===== src/rtl/md_pkg.sv =====
// md_pkg: shared encodings for the multiply/divide issue controller.
// Op codes, HI/LO write-enable codes and FSM state codes.
package md_pkg;

  localparam logic [1:0] MD_MULT  = 2'b00;
  localparam logic [1:0] MD_MULTU = 2'b01;
  localparam logic [1:0] MD_DIV   = 2'b10;
  localparam logic [1:0] MD_DIVU  = 2'b11;

  localparam logic [1:0] MD_WE_NONE = 2'b00;
  localparam logic [1:0] MD_WE_HI   = 2'b01;
  localparam logic [1:0] MD_WE_LO   = 2'b10;

  typedef enum logic {
    ST_IDLE = 1'b0,
    ST_CALC = 1'b1
  } md_state_e;

  // Only mthi/mtlo are real writes; 2'b11 is treated as no write.
  function automatic logic is_mt_write(input logic [1:0] we);
    return (we == MD_WE_HI) || (we == MD_WE_LO);
  endfunction

endpackage


===== src/rtl/md_latency_cnt.sv =====
// md_latency_cnt: loadable 4-bit down-counter for the busy window.
// Clear beats load, load beats decrement; stops at zero.
module md_latency_cnt (
  input  logic       clk,
  input  logic       reset,
  input  logic       load,
  input  logic [3:0] load_val,
  input  logic       clear,
  input  logic       dec,
  output logic [3:0] cnt,
  output logic       last
);

  logic [3:0] cnt_q;
  logic [3:0] cnt_d;

  // Next count: clear, load, or step down toward zero.
  always_comb begin
    cnt_d = cnt_q;
    if (clear)
      cnt_d = '0;
    else if (load)
      cnt_d = load_val;
    else if (dec && (cnt_q != 4'd0))
      cnt_d = cnt_q - 4'd1;
  end

  // Count register with synchronous reset.
  always_ff @(posedge clk) begin
    if (reset)
      cnt_q <= '0;
    else
      cnt_q <= cnt_d;
  end

  assign cnt  = cnt_q;
  assign last = (cnt_q == 4'd1);

endmodule


===== src/rtl/md_issue_ctrl.sv =====
// md_issue_ctrl: mult/div issue sequencing, busy window, HI/LO stall.
// Optional perf counters under `MD_PERF_CNT_EN.
module md_issue_ctrl
  import md_pkg::*;
#(
  parameter int unsigned MULT_CYCLES = 5,
  parameter int unsigned DIV_CYCLES  = 10
) (
  input  logic       clk,
  input  logic       reset,
  input  logic       ex_md_start,
  input  logic [1:0] ex_md_op,
  input  logic [1:0] ex_mt_we,
  input  logic       id_md_use,
  input  logic       int_flush,
  output logic       md_start,
  output logic [1:0] md_op,
  output logic [1:0] md_we,
  output logic       md_cancel,
  output logic       md_restore,
  output logic       busy,
  output logic       stall,
  output logic [3:0] remaining
`ifdef MD_PERF_CNT_EN
  ,
  output logic [31:0] stall_cycles,
  output logic [31:0] md_ops
`endif
);

  md_state_e  state_q, state_d;
  logic [1:0] op_q;
  logic       mt_pend_q;
  logic       calc;
  logic       mt_wr;
  logic       accept;
  logic [3:0] load_val;
  logic [3:0] cnt;
  logic       cnt_last;

  assign calc  = (state_q == ST_CALC);
  assign mt_wr = is_mt_write(ex_mt_we);

  // A write to HI/LO wins over a start; starts during CALC are dropped.
  assign accept = ex_md_start && !int_flush && !mt_wr && !calc;

  assign load_val = ex_md_op[1] ? 4'(DIV_CYCLES) : 4'(MULT_CYCLES);

  md_latency_cnt u_cnt (
    .clk      (clk),
    .reset    (reset),
    .load     (accept),
    .load_val (load_val),
    .clear    (calc && int_flush),
    .dec      (calc),
    .cnt      (cnt),
    .last     (cnt_last)
  );

  // Next state plus EX-facing strobes, all forced low during reset.
  always_comb begin
    state_d    = state_q;
    md_start   = 1'b0;
    md_op      = '0;
    md_we      = MD_WE_NONE;
    md_cancel  = 1'b0;
    md_restore = 1'b0;
    stall      = 1'b0;
    if (!reset) begin
      md_start   = accept;
      md_op      = accept ? ex_md_op : op_q;
      md_we      = (mt_wr && !int_flush) ? ex_mt_we : MD_WE_NONE;
      md_cancel  = calc && int_flush;
      md_restore = int_flush && mt_pend_q;
      stall      = id_md_use && (calc || ex_md_start);
      unique case (state_q)
        ST_IDLE: if (accept) state_d = ST_CALC;
        ST_CALC: if (int_flush || cnt_last) state_d = ST_IDLE;
        default: state_d = ST_IDLE;
      endcase
    end
  end

  // State, last accepted op, and one-cycle mthi/mtlo shadow flag.
  always_ff @(posedge clk) begin
    if (reset) begin
      state_q   <= ST_IDLE;
      op_q      <= MD_MULT;
      mt_pend_q <= 1'b0;
    end else begin
      state_q   <= state_d;
      mt_pend_q <= mt_wr && !int_flush;
      if (accept)
        op_q <= ex_md_op;
    end
  end

  assign busy      = calc;
  assign remaining = calc ? cnt : 4'd0;

`ifdef MD_PERF_CNT_EN
  logic [31:0] stall_cycles_q;
  logic [31:0] md_ops_q;

  // Free-running stall and issue counters, wrapping at 2^32.
  always_ff @(posedge clk) begin
    if (reset) begin
      stall_cycles_q <= '0;
      md_ops_q       <= '0;
    end else begin
      if (stall)
        stall_cycles_q <= stall_cycles_q + 32'd1;
      if (md_start)
        md_ops_q <= md_ops_q + 32'd1;
    end
  end

  assign stall_cycles = stall_cycles_q;
  assign md_ops       = md_ops_q;
`endif

endmodule


===== config.mk =====
export PLATFORM = sky130hd
export DESIGN_NAME = md_issue_ctrl
export DESIGN_NICKNAME = d
export VERILOG_FILES = /design/src/rtl/md_pkg.sv /design/src/rtl/md_latency_cnt.sv /design/src/rtl/md_issue_ctrl.sv
export SDC_FILE = /design/constraint.sdc
export NUM_CORES = 1
export LEC_CHECK = 0
export BUFFER_PORTS_ARGS = -buffer_cell sky130_fd_sc_hd__buf_2
export CAP_MARGIN = 20
export CORE_AREA = 5 5 42 44
export CTS_CLUSTER_SIZE = 8
export DETAILED_ROUTE_END_ITERATION = 8
export DIE_AREA = 0 0 47 49
export PLACE_DENSITY = 0.67
export SYNTH_ARGS = -nofsm -noshare
export SYNTH_HDL_FRONTEND = slang
export SYNTH_SLANG_ARGS = --single-unit

===== constraint.sdc =====
create_clock -name clk -period 2.94 [get_ports clk]
set_clock_uncertainty 0.1 [all_clocks]
set_input_delay 0.588 -clock clk [delete_from_list [all_inputs] [get_ports clk]]
set_output_delay 0.588 -clock clk [all_outputs]
set_load 0.02 [all_outputs]

==> results of run 1 <==
[cell usage in the layout (no fill, tap or decap), drive strengths merged]
master,Yosys,layout
a211o,1,1
a21boi,1,1
a21oi,6,6
and2,2,2
and3,2,2
and3b,1,1
buf,2,21
clkbuf,1,3
dfxtp,8,8
ha,2,2
inv,4,4
mux2i,1,1
nand2,1,1
nand3,3,3
nor2,8,8
nor3,1,1
nor3b,3,3
nor4b,3,3
o211ai,1,1
o21ai,2,2
o311a,2,2
o31ai,1,1
o32ai,1,1
or2,1,1
or3b,2,2
xnor2,1,1
xor2,1,1
[kinds of logic (layout without fill, tap and decap cells)]
family          count (synthesis)  count (layout)  share of synthesized area
compound gates                 15              15                      0.196
simple gates                   27              27                      0.331
fa+ha+maj                       2               2                     0.0490
buf+inv                         7              28                     0.0564
flops                           8               8                      0.314
xor+xnor                        2               2                     0.0343
mux                             1               1                     0.0196
[layout make-up]
cell class | instances | area (µm²) | share of cell area
Multi-Input combinational cell | 47 | 322 | 0.499
Inverter | 4 | 15.0 | 0.0233
Tap cell | 16 | 20.0 | 0.0311
Timing Repair Buffer | 21 | 105 | 0.163
Sequential cell | 8 | 160 | 0.249
Clock buffer | 3 | 22.5 | 0.0350
[worst min-delay path by stage]
stage	start	to	slack [ns]	cells past startpoint
final	op_q[0]	op_q[0]	0.40	2
after global routing	op_q[0]	op_q[0]	0.41	2
after CTS	op_q[0]	op_q[0]	0.39	2
after detailed placement	op_q[0]	op_q[0]	0.37	2
after global placement	op_q[0]	op_q[0]	0.37	2
after floorplan	u_cnt.cnt[3]	u_cnt.cnt[3]	0.46	2
[sequential cells by signal, summed over array words and instances, names as in the netlist]
| signal | flops |
|---|---|
| u_cnt.cnt | 4 |
| busy | 1 |
| op_q | 2 |
| mt_pend_q | 1 |
[metrics by stage]
| stage | worst slack, ns | cell area [µm²] | utilization | instances |
|---|---|---|---|---|
| 3_5_place_dp | 0.578 | 622 | 0.444 | 96 |
| 5_1_grt | 0.400 | 644 | 0.460 | 99 |
| 3_3_place_gp | 0.653 | 622 | 0.444 | 96 |
| 2_1_floorplan | 0.673 | 510 | - | 62 |
| 6_report | 0.551 | 644 | 0.460 | 99 |
| 4_1_cts | 0.563 | 644 | 0.460 | 99 |
[routing by layer]
| layer | routed length, µm | up-vias | part of all wire | GRT usage |
|---|---|---|---|---|
| li1 | - | 267 | - | - |
| met1 | 568 | 243 | 0.46 | 0.148 |
| met2 | 525 | 26 | 0.43 | 0.152 |
| met3 | 117 | 2 | 0.096 | 0.0258 |
| met4 | 12 | 0 | 0.0098 | 0.0829 |
| met5 | 0 | - | 0 | 0 |
[power by group]
part           internal [mW]  total, mW  switching (mW)
clock                 0.0467     0.0833          0.0367
sequential             0.115      0.122         0.00692
combinational         0.0256     0.0592          0.0336
[worst max-delay path, cell delays in order]
cell     delay (ns)
buf_2          0.15
nor3b_1        0.33
nand3_1        0.20
a21oi_1        0.23
buf_2          0.20
==> flow_metrics.py, run 1 <==
metrics = {
    "floorplan": {
        "std_cell_rows": 14,
        "die_area_um2": 2300,
        "die_h_um": 49,
        "initial_utilization": 0.364,
        "core_area_um2": 1400,
        "ios": 22,
        "die_w_um": 47,
    },
    "critical_path": {
        "crit_required_ns": 2.25,
        "critPathLaunchType": "input pin",
        "crit_arrival_ns": 1.70,
        "cp_max_fo": 9,
        "crit_path_end": "md_op[1]",
        "reg2reg_from": "u_cnt.cnt[1]",
        "r2r_slack_ns": 1.17,
        "end_kind": "primary output",
        "crit_start": "int_flush",
        "r2r_end": "u_cnt.cnt[0]",
        "worstSetupPathType": "input pin to primary output",
        "r2r.worst_path.cells": 5,
    },
    "cells_and_area": {
        "area_growth_pct": 26.2,
        "drive_gt1_frac": 0.337,
        "diodes": 0,
        "fillers": 147,
        "final_nets": 96,
    },
    "sta": {
        "slew-limit-headroom": 0.724,
        "fin_crit_sh": 0.813,
        "finalHoldViolations": 0,
        "setup_tns_ns": 0,
        "whs_ns": 0.396,
        "max_freq_ghz": 0.418,
        "drv_slew": 0,
        "rsz0062_at_grt": "false",
        "tightest_slew_ns": 0.413,
        "setup-violations-final": 0,
        "fin_crit_ns": 2.39,
    },
    "synth": {
        "synth-async-reset-ratio": 0,
        "synth.avg_cell_area_um2": 8.23,
        "yosysTopAreaCellShare": 0.314,
        "netlist_area_um2": 510,
        "synth.area.top_cells": "dfxtp_1 31%, a21oi_1 5.9%, nor2_1 5.9%",
        "ys_warn_count": 0,
        "yosys_register_bits": 8,
        "yosysTopAreaCell": "dfxtp_1",
        "synth_cells": 62,
        "ys_top_cells_by_count": "8 x dfxtp_1, 8 x nor2_1, 6 x a21oi_1, 4 x inv_1",
        "synth_nets": 73,
        "seq_area_frac_synth": 0.314,
        "synth_enable_flop_cells": 0,
        "synth_ff_type": "dfxtp_1",
        "synth_cell_types": 30,
    },
    "cts": {
        "postCtsSetupBuffers": 0,
        "insertion_delay_ns": 0.25,
        "cts_resized": 0,
        "clockBufferDepth": 2,
        "h-tree-depth": 1,
        "cts_tree": "done",
        "numCtsBuffers": 3,
        "clk_pin_slew_worst_paths_ns": 0.06,
        "cts_hold_buf": 0,
        "numClockSinks": 8,
        "root_buffer": "clkbuf_4",
    },
    "route": {
        "wl_per_cell_um": 12.4,
        "dr.pass1.iters": 4,
        "vias_per_cell": 5.43,
        "vias": 538,
        "drc_errors": 0,
        "drt_wl_total_um": 1220,
        "drtIter0Drc": 9,
        "ant_nets": 0,
    },
    "pwr": {
        "powerDensity_nw_per_um2": 410,
        "ir_drop_uv": 188,
        "p_leak_nw": 0.307,
        "power_mw": 0.264,
    },
    "job": {
        "max_cap_viol_count": 0,
    },
    "global_route": {
        "antenna_found_initial": 0,
        "gr-total-overflow": 0,
        "grt_max_degree": 16,
        "grt_pass1_wl_um": 1880,
        "grt_pass1_vias": 462,
        "grt_usage": 0.112,
    },
    "placement": {
        "portBuffers": 21,
        "place.gp.congestion": 0.779,
        "dp_hpwl_um": 952,
    },
    "outcome": {
        "status": "completed",
    },
    "hold_path": {
        "min_path_type": "flop to flop",
    },
}
(Power assumes the default switching activity.)
==> inputs of run 2 (changes only) <==
--- a/config.mk
+++ b/config.mk
@@ -5,13 +5,14 @@
 export SDC_FILE = /design/constraint.sdc
 export NUM_CORES = 1
 export LEC_CHECK = 0
+export ABC_AREA = 1
 export BUFFER_PORTS_ARGS = -buffer_cell sky130_fd_sc_hd__buf_2
 export CAP_MARGIN = 20
-export CORE_AREA = 5 5 42 44
+export CORE_MARGIN = 5
+export CORE_UTILIZATION = 41
 export CTS_CLUSTER_SIZE = 8
 export DETAILED_ROUTE_END_ITERATION = 8
-export DIE_AREA = 0 0 47 49
-export PLACE_DENSITY = 0.67
+export PLACE_DENSITY = 0.72
 export SYNTH_ARGS = -nofsm -noshare
 export SYNTH_HDL_FRONTEND = slang
 export SYNTH_SLANG_ARGS = --single-unit
==> constraint.sdc (replaced) <==
create_clock -name clk -period 2 [get_ports clk]
set_clock_uncertainty 0.1 [all_clocks]
set_input_delay 0.4 -clock clk [delete_from_list [all_inputs] [get_ports clk]]
set_output_delay 0.4 -clock clk [all_outputs]
set_load 0.02 [all_outputs]
==> flow_metrics.py, run 2 <==
metrics = {
    "outcome": {
        "status": "completed",
    },
    "cells_and_area": {
        "diodes": 0,
        "seq_area_um2": 160,
        "final_common_cell": "nand2_1",
        "drive_gt1_frac": 0.304,
        "largest_reg_flops": 4,
        "area_growth_pct": 24.9,
        "final_nets": 125,
        "fillers": 137,
        "layout_common_cells": "22 x nand2_1, 21 x buf_2, 15 x inv_1",
        "multiInputGateArea_um2": 334,
    },
    "floorplan": {
        "std_cell_rows": 13,
        "initial_utilization": 0.435,
        "die_w_um": 47.4,
        "core_area_um2": 1320,
        "die_h_um": 47.4,
        "ios": 22,
        "die_area_um2": 2250,
    },
    "synth": {
        "yosysTopAreaCell": "dfxtp_1",
        "synth-async-reset-ratio": 0,
        "synth_nets": 99,
        "seq_area_frac_synth": 0.279,
        "synth_enable_flop_cells": 0,
        "ys_top_cells_by_count": "22 x nand2_1, 15 x inv_1, 11 x nor2_1, 8 x dfxtp_1, 7 x nand3_1",
        "yosysTopAreaCellShare": 0.279,
        "yosysMostFrequentCell": "nand2_1",
        "synth_ff_type": "dfxtp_1",
        "synth_cells": 88,
        "netlist_area_um2": 573,
        "synth_cell_types": 19,
        "synth.area.top_cells": "dfxtp_1 28%, nand2_1 14%, inv_1 9.8%",
        "ys_warn_count": 0,
        "yosys_register_bits": 8,
        "synth.avg_cell_area_um2": 6.51,
    },
    "sta": {
        "tightest_slew_ns": 0.304,
        "finalHoldViolations": 0,
        "setup-violations-final": 0,
        "fin_crit_sh": 0.930,
        "rsz0062_at_grt": "false",
        "setup_tns_ns": 0,
        "fin_crit_ns": 1.86,
        "drv_slew": 0,
        "slew-limit-headroom": 0.796,
        "max_freq_ghz": 0.537,
    },
    "placement": {
        "place.gp.congestion": 0.808,
        "dp_hpwl_um": 1040,
        "portBuffers": 21,
    },
    "route": {
        "wl_per_cell_um": 10.3,
        "drtIter0Drc": 3,
        "ant_nets": 0,
        "drt_wl_total_um": 1310,
        "drc_errors": 0,
        "vias_per_cell": 4.83,
        "dr.pass1.iters": 4,
        "vias": 614,
    },
    "global_route": {
        "gr-total-overflow": 0,
        "antenna_found_initial": 0,
        "grt_usage": 0.139,
        "grt_pass1_wl_um": 2170,
        "grt_pass1_vias": 552,
        "grt_max_degree": 11,
    },
    "critical_path": {
        "crit_required_ns": 1.50,
        "cp_max_fo": 5,
        "end_kind": "primary output",
        "worstSetupPathType": "flop to primary output",
        "critPathLaunchType": "flop",
        "slowest_delay_ns": 0.36,
        "crit_chain": "inv_8 > nand3_2 > nor2_4 > o21ai_0 > a21oi_1 > buf_2",
        "slowest_stage": "dfxtp_1",
        "crit_arrival_ns": 1.36,
    },
    "hold_path": {
        "min_path_type": "input pin to flop",
    },
    "pwr": {
        "combPwrFrac": 0.256,
        "p_int_mw": 0.278,
        "p_switching_mw": 0.140,
        "clockPowerShare": 0.317,
        "power_mw": 0.418,
        "p_sw_frac": 0.335,
        "ir_drop_uv": 273,
        "seqPwrFrac": 0.427,
        "p_leak_nw": 0.423,
        "powerDensity_nw_per_um2": 584,
    },
    "cts": {
        "clk_pin_slew_worst_paths_ns": 0.06,
        "cts_hold_buf": 0,
        "clockBufferDepth": 2,
        "numClockSinks": 8,
        "h-tree-depth": 1,
        "cts_resized": 0,
        "root_buffer": "clkbuf_4",
        "numCtsBuffers": 3,
        "insertion_delay_ns": 0.27,
        "cts_tree": "done",
        "postCtsSetupBuffers": 0,
    },
    "job": {
        "max_cap_viol_count": 0,
    },
}
run 2: changes by cell type after synthesis, moves of 3 or more:
cell,change
nor4b_1,-3
nor3b_1,-3
nand2_1,+21
nand3_1,+4
nand2_4,+3
nor2_1,+3
inv_1,+11
o21ai_0,+3
run 2: path summary, 6_finish.rpt:
| check | startpoint | endpoint | slack, ns | cells after the start |
|---|---|---|---|---|
| setup reg to reg | u_cnt.cnt[0] | u_cnt.cnt[2] | 0.46 | 9 |
| hold / removal | reset | busy | 0.30 | 2 |
| setup / recovery | busy | md_op[1] | 0.14 | 6 |
| hold reg to reg | op_q[0] | op_q[0] | 0.38 | 2 |
run 2: kinds of logic after synthesis:
group / count (synthesis) / share of synthesized area
adders and majority gates: 2 / 0.0437
buffers and inverters: 17 / 0.138
and+or+nand+nor: 48 / 0.413
DFF: 8 / 0.279
AOI/OAI and AO/OA: 13 / 0.127
run 2: metrics by stage:
stage | cells | utilization | area (µm²) | hold slack, ns | worst slack, ns
finish | 127 | 0.543 | 716 | 0.303 | 0.139
global route | 127 | 0.543 | 716 | 0.326 | 0.0307
CTS | 127 | 0.543 | 716 | 0.301 | 0.120
detailed placement | 124 | 0.526 | 693 | 0.378 | 0.177
global placement | 124 | 0.526 | 693 | 0.380 | 0.208
floorplan | 88 | - | 573 | 0.389 | 0.257
run 2: layer usage:
metal / vias up / GRT usage / part of all wire
li1: 320 / - / -
met1: 268 / 0.166 / 0.45
met2: 23 / 0.222 / 0.45
met3: 3 / 0.0575 / 0.090
met4: 0 / 0.0497 / 0.013
met5: - / 0 / 0
run 2: power groups by stage:
stage / clock [mW] / combinational [mW] / sequential, mW
final: 0.133 / 0.107 / 0.178
after global routing: 0.143 / 0.121 / 0.180
after CTS: 0.135 / 0.108 / 0.178
after detailed placement: 0 / 0.107 / 0.182
after global placement: 0 / 0.104 / 0.181
after floorplan: 0 / 0.0779 / 0.180
run 2: area by class of cell:
class | count | area share
Clock buffer | 3 | 0.0315
Inverter | 16 | 0.0944
Multi-Input combinational cell | 63 | 0.467
Sequential cell | 8 | 0.224
Tap cell | 15 | 0.0262
Timing Repair Buffer | 22 | 0.157
run 2: critical path, delay by kind of cell (launching register included):
kind | cells | cell delay, ns
flops | 1 | 0.36
buf+inv | 2 | 0.28
compound gates | 2 | 0.24
simple gates | 2 | 0.22
